==> config.mk <==
export PLATFORM = sky130hd
export DESIGN_NAME = cmd_frame_dispatch_flat
export DESIGN_NICKNAME = d
export VERILOG_FILES = /design/src/rtl/cmd_frame_dispatch_if.sv /design/src/rtl/cmd_frame_dispatch.sv /design/src/flat_wrapper.sv
export SDC_FILE = /design/constraint.sdc
export NUM_CORES = 1
export LEC_CHECK = 0
export BUFFER_PORTS_ARGS = -buffer_cell sky130_fd_sc_hd__buf_2
export CAP_MARGIN = 20
export CELL_PAD_IN_SITES_DETAIL_PLACEMENT = 1
export CELL_PAD_IN_SITES_GLOBAL_PLACEMENT = 2
export CORE_MARGIN = 2
export CORE_UTILIZATION = 30
export DETAILED_ROUTE_END_ITERATION = 6
export PLACE_DENSITY_LB_ADDON = 0.12
export SLEW_MARGIN = 10
export SYNTH_ARGS = -nofsm -noshare
export SYNTH_HDL_FRONTEND = slang
export SYNTH_SLANG_ARGS = --single-unit
==> constraint.sdc <==
create_clock -name iCLK -period 3.04 [get_ports iCLK]
set_input_delay 0.304 -clock iCLK [delete_from_list [all_inputs] [get_ports iCLK]]
set_output_delay 0.304 -clock iCLK [all_outputs]
set_load 0.01 [all_outputs]
==> src/rtl/cmd_frame_dispatch_if.sv <==
// ---------------------------------------------------------------------------
// cmd_frame_dispatch_if
//   Groups the byte-stream and channel-bus signals of cmd_frame_dispatch.
//   Signal names keep the historic USB-JTAG decoder port names so that the
//   surrounding peripheral controllers can be wired up unchanged.
//
//   RXD side  : iRXD_DATA, iRXD_Ready          (byte in, 1-cycle strobe)
//   TXD side  : oTXD_DATA, oTXD_Start, iTXD_Done (byte out, start/done)
//   Channels  : oCH_Req / iCH_Ack (one-hot req, per-channel ack pulse),
//               oCH_Action, oCH_ADDR, oCH_DATA, oCH_MODE (frame fields),
//               iCH_RDATA (16 bits per channel, channel k at [16k+15:16k])
//
//   master : the dispatcher
//   slave  : the byte interface and channel environment
// ---------------------------------------------------------------------------
interface cmd_frame_dispatch_if #(
    parameter int NUM_CH = 4
);
    logic [7:0]           iRXD_DATA;
    logic                 iRXD_Ready;
    logic [7:0]           oTXD_DATA;
    logic                 oTXD_Start;
    logic                 iTXD_Done;
    logic [NUM_CH-1:0]    oCH_Req;
    logic [NUM_CH-1:0]    iCH_Ack;
    logic [7:0]           oCH_Action;
    logic [23:0]          oCH_ADDR;
    logic [15:0]          oCH_DATA;
    logic [7:0]           oCH_MODE;
    logic [16*NUM_CH-1:0] iCH_RDATA;

    modport master (
        input  iRXD_DATA, iRXD_Ready, iTXD_Done, iCH_Ack, iCH_RDATA,
        output oTXD_DATA, oTXD_Start, oCH_Req, oCH_Action, oCH_ADDR,
               oCH_DATA, oCH_MODE
    );

    modport slave (
        output iRXD_DATA, iRXD_Ready, iTXD_Done, iCH_Ack, iCH_RDATA,
        input  oTXD_DATA, oTXD_Start, oCH_Req, oCH_Action, oCH_ADDR,
               oCH_DATA, oCH_MODE
    );
endinterface

==> src/rtl/cmd_frame_dispatch.sv <==
// ---------------------------------------------------------------------------
// cmd_frame_dispatch
//   Assembles 8-byte command frames (ACTION, TARGET, ADDR[23:16], ADDR[15:8],
//   ADDR[7:0], DATA[15:8], DATA[7:0], MODE) from the RXD byte stream, decodes
//   the TARGET byte into one of NUM_CH channels, runs a req/ack handshake with
//   that channel and, for reads, returns RSP_BYTES bytes of read data (LSB
//   first) on the TXD interface.
//
// Ports
//   iCLK      : system clock
//   iRST_n    : asynchronous active-low reset
//   bus       : cmd_frame_dispatch_if.master (RXD, TXD and channel bus)
//   oErr_Cnt  : saturating error counter (at most +1 per cycle)
//   oBusy     : high whenever the FSM is not in IDLE
// ---------------------------------------------------------------------------
module cmd_frame_dispatch #(
    parameter int         NUM_CH      = 4,
    parameter logic [7:0] TGT_BASE    = 8'h10,
    parameter int         RSP_BYTES   = 2,
    parameter int         TIMEOUT_CYC = 50000,
    parameter logic [7:0] ACT_WR      = 8'h83,
    parameter logic [7:0] ACT_RD      = 8'h94
) (
    input  logic                        iCLK,
    input  logic                        iRST_n,
    cmd_frame_dispatch_if.master        bus,
    output logic [7:0]                  oErr_Cnt,
    output logic                        oBusy
);

    localparam logic [1:0] ST_IDLE   = 2'd0;
    localparam logic [1:0] ST_DECODE = 2'd1;
    localparam logic [1:0] ST_REQ    = 2'd2;
    localparam logic [1:0] ST_TX     = 2'd3;

    // One timer serves both the inter-byte gap (IDLE) and the ack wait (REQ);
    // the two are never active at the same time.
    localparam int          TW       = $clog2(TIMEOUT_CYC);
    localparam logic [TW-1:0] TMO_LAST = TW'(TIMEOUT_CYC - 1);

    logic [1:0]        state_q,     state_d;
    logic [2:0]        cnt_q,       cnt_d;
    logic [7:0]        frame_q [8];
    logic [7:0]        frame_d [8];
    logic [TW-1:0]     timer_q,     timer_d;
    logic [7:0]        err_q,       err_d;
    logic [2:0]        ch_q,        ch_d;
    logic [NUM_CH-1:0] req_q,       req_d;
    logic [7:0]        act_q,       act_d;
    logic [23:0]       addr_q,      addr_d;
    logic [15:0]       data_q,      data_d;
    logic [7:0]        mode_q,      mode_d;
    logic [15:0]       rsp_q,       rsp_d;
    logic              tx_idx_q,    tx_idx_d;
    logic              tx_start_q,  tx_start_d;
    logic [7:0]        txd_data_q,  txd_data_d;

    logic              err_inc;
    logic              ack_sel;
    logic [15:0]       rdata_sel;
    logic [7:0]        tgt_off;
    logic              decode_bad;

    // Channel offset of the buffered TARGET byte; an underflow is caught
    // separately by the TARGET < TGT_BASE test.
    assign tgt_off = frame_q[1] - TGT_BASE;

    assign decode_bad = (frame_q[1] < TGT_BASE) ||
                        (int'(tgt_off) >= NUM_CH) ||
                        ((frame_q[0] != ACT_WR) && (frame_q[0] != ACT_RD));

    // Pick out the ack bit and read-data slice of the latched channel.
    always_comb begin
        ack_sel   = 1'b0;
        rdata_sel = 16'h0000;
        for (int k = 0; k < NUM_CH; k++) begin
            if (ch_q == 3'(k)) begin
                ack_sel   = bus.iCH_Ack[k];
                rdata_sel = bus.iCH_RDATA[16*k +: 16];
            end
        end
    end

    // Next-state logic for the frame assembler, dispatcher FSM and TX sequencer.
    always_comb begin
        state_d    = state_q;
        cnt_d      = cnt_q;
        frame_d    = frame_q;
        timer_d    = timer_q;
        ch_d       = ch_q;
        req_d      = req_q;
        act_d      = act_q;
        addr_d     = addr_q;
        data_d     = data_q;
        mode_d     = mode_q;
        rsp_d      = rsp_q;
        tx_idx_d   = tx_idx_q;
        tx_start_d = tx_start_q;
        txd_data_d = txd_data_q;
        err_inc    = 1'b0;

        // Bytes arriving while a frame is being processed are discarded.
        if (bus.iRXD_Ready && (state_q != ST_IDLE)) begin
            err_inc = 1'b1;
        end

        case (state_q)
            ST_IDLE: begin
                if (bus.iRXD_Ready) begin
                    frame_d[cnt_q] = bus.iRXD_DATA;
                    cnt_d          = cnt_q + 3'd1;
                    timer_d        = '0;
                    if (cnt_q == 3'd7) begin
                        state_d = ST_DECODE;
                    end
                end else if (cnt_q != 3'd0) begin
                    // A byte arriving on the last allowed cycle still counts.
                    if (timer_q == TMO_LAST) begin
                        cnt_d   = 3'd0;
                        timer_d = '0;
                        err_inc = 1'b1;
                    end else begin
                        timer_d = timer_q + TW'(1);
                    end
                end
            end

            ST_DECODE: begin
                timer_d = '0;
                if (decode_bad) begin
                    err_inc = 1'b1;
                    state_d = ST_IDLE;
                end else begin
                    act_d  = frame_q[0];
                    addr_d = {frame_q[2], frame_q[3], frame_q[4]};
                    data_d = {frame_q[5], frame_q[6]};
                    mode_d = frame_q[7];
                    ch_d   = tgt_off[2:0];
                    for (int k = 0; k < NUM_CH; k++) begin
                        req_d[k] = (tgt_off == 8'(k));
                    end
                    state_d = ST_REQ;
                end
            end

            ST_REQ: begin
                // The ack is tested first so that it wins over a timeout
                // expiring in the same cycle.
                if (ack_sel) begin
                    req_d   = '0;
                    timer_d = '0;
                    if (act_q == ACT_RD) begin
                        rsp_d      = rdata_sel;
                        tx_idx_d   = 1'b0;
                        txd_data_d = rdata_sel[7:0];
                        tx_start_d = 1'b1;
                        state_d    = ST_TX;
                    end else begin
                        state_d = ST_IDLE;
                    end
                end else if (timer_q == TMO_LAST) begin
                    req_d   = '0;
                    timer_d = '0;
                    err_inc = 1'b1;
                    state_d = ST_IDLE;
                end else begin
                    timer_d = timer_q + TW'(1);
                end
            end

            ST_TX: begin
                // Start is held until Done, then low for exactly one cycle
                // before the next byte is presented.
                if (tx_start_q) begin
                    if (bus.iTXD_Done) begin
                        tx_start_d = 1'b0;
                        if (int'(tx_idx_q) == RSP_BYTES - 1) begin
                            state_d = ST_IDLE;
                        end else begin
                            tx_idx_d = tx_idx_q + 1'b1;
                        end
                    end
                end else begin
                    tx_start_d = 1'b1;
                    txd_data_d = tx_idx_q ? rsp_q[15:8] : rsp_q[7:0];
                end
            end

            default: begin
                state_d = ST_IDLE;
            end
        endcase

        err_d = (err_inc && (err_q != 8'hFF)) ? (err_q + 8'd1) : err_q;
    end

    // State registers; everything returns to zero as soon as reset asserts.
    always_ff @(posedge iCLK or negedge iRST_n) begin
        if (!iRST_n) begin
            state_q    <= ST_IDLE;
            cnt_q      <= 3'd0;
            frame_q    <= '{default: 8'h00};
            timer_q    <= '0;
            err_q      <= 8'h00;
            ch_q       <= 3'd0;
            req_q      <= '0;
            act_q      <= 8'h00;
            addr_q     <= 24'h000000;
            data_q     <= 16'h0000;
            mode_q     <= 8'h00;
            rsp_q      <= 16'h0000;
            tx_idx_q   <= 1'b0;
            tx_start_q <= 1'b0;
            txd_data_q <= 8'h00;
        end else begin
            state_q    <= state_d;
            cnt_q      <= cnt_d;
            frame_q    <= frame_d;
            timer_q    <= timer_d;
            err_q      <= err_d;
            ch_q       <= ch_d;
            req_q      <= req_d;
            act_q      <= act_d;
            addr_q     <= addr_d;
            data_q     <= data_d;
            mode_q     <= mode_d;
            rsp_q      <= rsp_d;
            tx_idx_q   <= tx_idx_d;
            tx_start_q <= tx_start_d;
            txd_data_q <= txd_data_d;
        end
    end

    assign bus.oCH_Req    = req_q;
    assign bus.oCH_Action = act_q;
    assign bus.oCH_ADDR   = addr_q;
    assign bus.oCH_DATA   = data_q;
    assign bus.oCH_MODE   = mode_q;
    assign bus.oTXD_DATA  = txd_data_q;
    assign bus.oTXD_Start = tx_start_q;
    assign oErr_Cnt       = err_q;
    assign oBusy          = (state_q != ST_IDLE);

endmodule
==> src/flat_wrapper.sv <==
// flat-port wrapper written by rule: the top's interface ports become plain ports
module cmd_frame_dispatch_flat 
#(
    parameter int         NUM_CH      = 4,
    parameter logic [7:0] TGT_BASE    = 8'h10,
    parameter int         RSP_BYTES   = 2,
    parameter int         TIMEOUT_CYC = 50000,
    parameter logic [7:0] ACT_WR      = 8'h83,
    parameter logic [7:0] ACT_RD      = 8'h94
)
  (iCLK, iRST_n, oErr_Cnt, oBusy, bus_iRXD_DATA, bus_iRXD_Ready, bus_iTXD_Done, bus_iCH_Ack, bus_iCH_RDATA, bus_oTXD_DATA, bus_oTXD_Start, bus_oCH_Req, bus_oCH_Action, bus_oCH_ADDR, bus_oCH_DATA, bus_oCH_MODE);
  cmd_frame_dispatch_if #(.NUM_CH(NUM_CH)) bus_i ();
  input  logic iCLK;
  input  logic iRST_n;
  output logic [7:0] oErr_Cnt;
  output logic oBusy;
  input wire logic [$bits(bus_i.iRXD_DATA)-1:0] bus_iRXD_DATA;
  input wire logic [$bits(bus_i.iRXD_Ready)-1:0] bus_iRXD_Ready;
  input wire logic [$bits(bus_i.iTXD_Done)-1:0] bus_iTXD_Done;
  input wire logic [$bits(bus_i.iCH_Ack)-1:0] bus_iCH_Ack;
  input wire logic [$bits(bus_i.iCH_RDATA)-1:0] bus_iCH_RDATA;
  output wire logic [$bits(bus_i.oTXD_DATA)-1:0] bus_oTXD_DATA;
  output wire logic [$bits(bus_i.oTXD_Start)-1:0] bus_oTXD_Start;
  output wire logic [$bits(bus_i.oCH_Req)-1:0] bus_oCH_Req;
  output wire logic [$bits(bus_i.oCH_Action)-1:0] bus_oCH_Action;
  output wire logic [$bits(bus_i.oCH_ADDR)-1:0] bus_oCH_ADDR;
  output wire logic [$bits(bus_i.oCH_DATA)-1:0] bus_oCH_DATA;
  output wire logic [$bits(bus_i.oCH_MODE)-1:0] bus_oCH_MODE;
  assign bus_i.iRXD_DATA = bus_iRXD_DATA;
  assign bus_i.iRXD_Ready = bus_iRXD_Ready;
  assign bus_i.iTXD_Done = bus_iTXD_Done;
  assign bus_i.iCH_Ack = bus_iCH_Ack;
  assign bus_i.iCH_RDATA = bus_iCH_RDATA;
  assign bus_oTXD_DATA = bus_i.oTXD_DATA;
  assign bus_oTXD_Start = bus_i.oTXD_Start;
  assign bus_oCH_Req = bus_i.oCH_Req;
  assign bus_oCH_Action = bus_i.oCH_Action;
  assign bus_oCH_ADDR = bus_i.oCH_ADDR;
  assign bus_oCH_DATA = bus_i.oCH_DATA;
  assign bus_oCH_MODE = bus_i.oCH_MODE;
  cmd_frame_dispatch #(.NUM_CH(NUM_CH), .TGT_BASE(TGT_BASE), .RSP_BYTES(RSP_BYTES), .TIMEOUT_CYC(TIMEOUT_CYC), .ACT_WR(ACT_WR), .ACT_RD(ACT_RD)) u_core (.iCLK(iCLK), .iRST_n(iRST_n), .bus(bus_i), .oErr_Cnt(oErr_Cnt), .oBusy(oBusy));
endmodule
==> results.ini <==
[worst_setup_path]
timing.critical_path.to_type=flop
critPathKind=reg2reg
worst-path-max-fanout=29
timing.critical_path.required_ns=3.36
crit_arrival_ns=2.67
setup.worst_path.start_class=flop

[cts]
clk_root_buffer_cell=sky130_fd_sc_hd__clkbuf_16
cts_buffer_depth=2
clock_slew_at_the_register_clock_pins_of_the_worst_setup_and_hold_paths_ns=0.08
cts_tree=yes
cts-buffers-inserted=17
cts.htree.levels=4
clock-sinks=182
clk-insertion-delay-late_ns=0.44

[layout]
n_fill_cell=2987
antenna_cells_inserted=0
layout.cells.most_common_list=182 x sky130_fd_sc_hd__dfrtp_1, 178 x sky130_fd_sc_hd__nand2_1, 156 x sky130_fd_sc_hd__buf_2
layout.nets=965
areaGrowthSynthToFinish_pct=23.0
stdcell_count=1230
drive_gt1_share_pct=35.2
fin_area_sq_um=10000
final_common_cell=sky130_fd_sc_hd__dfrtp_1

[power]
p_total_mw=6.99
cell_area_power_density_nw_per_um2=698
vdd_drop_max_mv=0.300
power_leakage_nw=5.04

[yosys]
synth_top_cell_by_area=sky130_fd_sc_hd__dfrtp_1
synth-warning-count=0
post_synth_num_cell_types=52
mapped_avg_cell_area_sq_um=11.4
netlist_top_cells_area=sky130_fd_sc_hd__dfrtp_1 56%, sky130_fd_sc_hd__mux2_2 12%, sky130_fd_sc_hd__nand2_1 8.3%
synth-seq-area-share_pct=56.0
number_of_enable_flip_flop_cells_after_synthesis=0
synthArstFlopShare_pct=100
syn_area_sq_um=8130
dominantRegCellSynth=sky130_fd_sc_hd__dfrtp_1
synth_top_area_share_pct=56.0
synth_nets=803
synth.ff_latch_count=182
syn_inst=714

[sta]
worst_pin_slew_ns=0.757
timing.fmax_ghz=0.425
maxSlewHeadroom_pct=49.4
final.setup_skew_ns=0.0155
final-setup-viol-count=0
number_of_endpoints_with_negative_hold_slack_in_the_final_report=0
final_max_slew_viol_count=0
finalCritPeriodShare_pct=77.3
rsz_0062_raised_after_global_routing=no
period_minus_slack_ns=2.35
totalNegativeSetupSlack_ns=0

[floorplanning]
die-area_sq_um=28400
rows=60
top_level_ports=158
die_w_um=169
fp.dieH_um=169
initial_utilization_pct=30.3
floorplan.core_area_sq_um=26800

[grt]
grt_first_pass_wirelength_mm=35.9
globalRouteOverflowTotal=0
antenna_found_initial=0
first_global_vias=6572
largest_net_degree_at_the_start_of_global_routing=84
grt_util_all_layers_pct=16.2

[drt]
route.final.wire_length_mm=22.1
detailedRoute.firstIterationViolations=222
detail_route.drc_violations=0
vias=5964
wl_per_cell_um=18.0
detail-route-antenna-nets=0
via_per_inst=4.85
drt_pass1_iterations=4

[job]
max_cap_viol_count=0

[place]
placed_cells=1197
place.gp.congestion=0.750
io_buffers=157
dp.final_hpwl_mm=15.4
detailed_place.area_sq_um=9360

[status]
outcome=completed

[min_path]
worstHoldPathType=in2reg

==> path summary, 6_finish.rpt <==
| kind | from | end | slack (ns) | cells after the start |
|---|---|---|---|---|
| hold reg to reg | u_core.frame_q[15] | u_core.bus.oCH_DATA[7] | 0.47 | 2 |
| max in group asynchronous | iRST_n | u_core.bus.oCH_Action[2] | 1.75 | 3 |
| setup reg to reg | u_core.state_q[0] | u_core.rsp_q[0] | 0.69 | 8 |
| setup / recovery | u_core.state_q[0] | u_core.rsp_q[0] | 0.69 | 8 |
| min in group asynchronous | iRST_n | u_core.rsp_q[6] | 0.40 | 2 |
| hold / removal | bus_iTXD_Done | u_core.bus.oTXD_Start | 0.26 | 3 |
==> metrics by stage <==
step	util [%]	setup WS, ns	hold WS [ns]
global route	37.3	0.445	0.241
CTS	37.3	0.636	0.233
global placement	34.9	0.728	0.314
detailed placement	34.9	0.649	0.323
finish	37.3	0.689	0.258
floorplan	-	0.936	0.00841
==> per-layer routing <==
layer / wire length (um) / global-route usage (%) / vias to the layer above
met2: 11200 / 28.4 / 129
met3: 821 / 3.32 / 21
met5: 0 / 0 / -
met4: 269 / 4.05 / 0
li1: - / - / 2765
met1: 9790 / 20.4 / 3049
==> worst max-delay path: stages (launching register included) <==
cell and delay, ns:
sky130_fd_sc_hd__dfrtp_1 0.40, sky130_fd_sc_hd__inv_1 0.11, sky130_fd_sc_hd__ha_1 0.36, sky130_fd_sc_hd__nand4b_1 0.16, sky130_fd_sc_hd__nor3_1 0.15, sky130_fd_sc_hd__nand3_1 0.18
sky130_fd_sc_hd__nor2_2 0.16, sky130_fd_sc_hd__buf_4 0.34, sky130_fd_sc_hd__mux2_2 0.37
==> flip-flops by register name, indices dropped and copies added, names as in the netlist <==
signal / cells
u_core.oErr_Cnt: 8
u_core.frame_q: 64
u_core.state_q: 2
u_core.bus.oCH_ADDR: 24
u_core.ch_q: 3
u_core.bus.oCH_DATA: 16
u_core.tx_idx_q: 1
u_core.bus.oCH_Action: 8
u_core.bus.oCH_Req: 4
u_core.bus.oTXD_DATA: 8
u_core.bus.oCH_MODE: 8
u_core.timer_q: 16
u_core.cnt_q: 3
u_core.rsp_q: 16
u_core.bus.oTXD_Start: 1
==> cell usage after synthesis, drive strengths merged, types with 5 or more instances <==
cell    instances
mux4           16
o21ai          24
mux2i           8
inv            20
xnor2          10
nand3b          8
nand4           9
xor2            8
clkbuf         24
nand2b          5
mux2           85
ha              9
and3            6
nand2         179
nor2b          14
nand3          10
nor3           10
a21oi          13
nor2           31
dfrtp         182
==> layout make-up <==
cell class	count	area [sq um]	share of cell area (%)
sequential	182	4550	45.5
inverter	21	78.8	0.788
tap	341	427	4.27
clock inverter	15	205	2.05
timing repair buffer	171	927	9.27
multi-input combinational	483	3380	33.8
clock buffer	17	425	4.25
==> kinds of logic after synthesis <==
| logic type | count (synthesis) | synth area share (%) |
|---|---|---|
| flip-flops | 182 | 56.0 |
| adder cells (fa/ha/maj) | 9 | 1.39 |
| AO/OA/AOI/OAI | 56 | 4.45 |
| XOR/XNOR | 18 | 1.94 |
| buffers and inverters | 49 | 2.40 |
| multiplexers | 109 | 17.2 |
| AND/OR/NAND/NOR | 291 | 16.6 |
==> power by group <==
part,internal (mW),total (mW),switching (mW)
Combinational,0.705,1.36,0.654
Clock,1.20,2.32,1.12
Sequential,2.93,3.30,0.371
==> repair_timing <==
action                                  4_1_cts  5_1_grt
buffers inserted                              0        0
resized for setup                             0        0
hold buffers                                  1        0
endpoints found under the hold margin        57        0
endpoints found under the setup margin        0        0
Power figures use the tool's default switching activity.
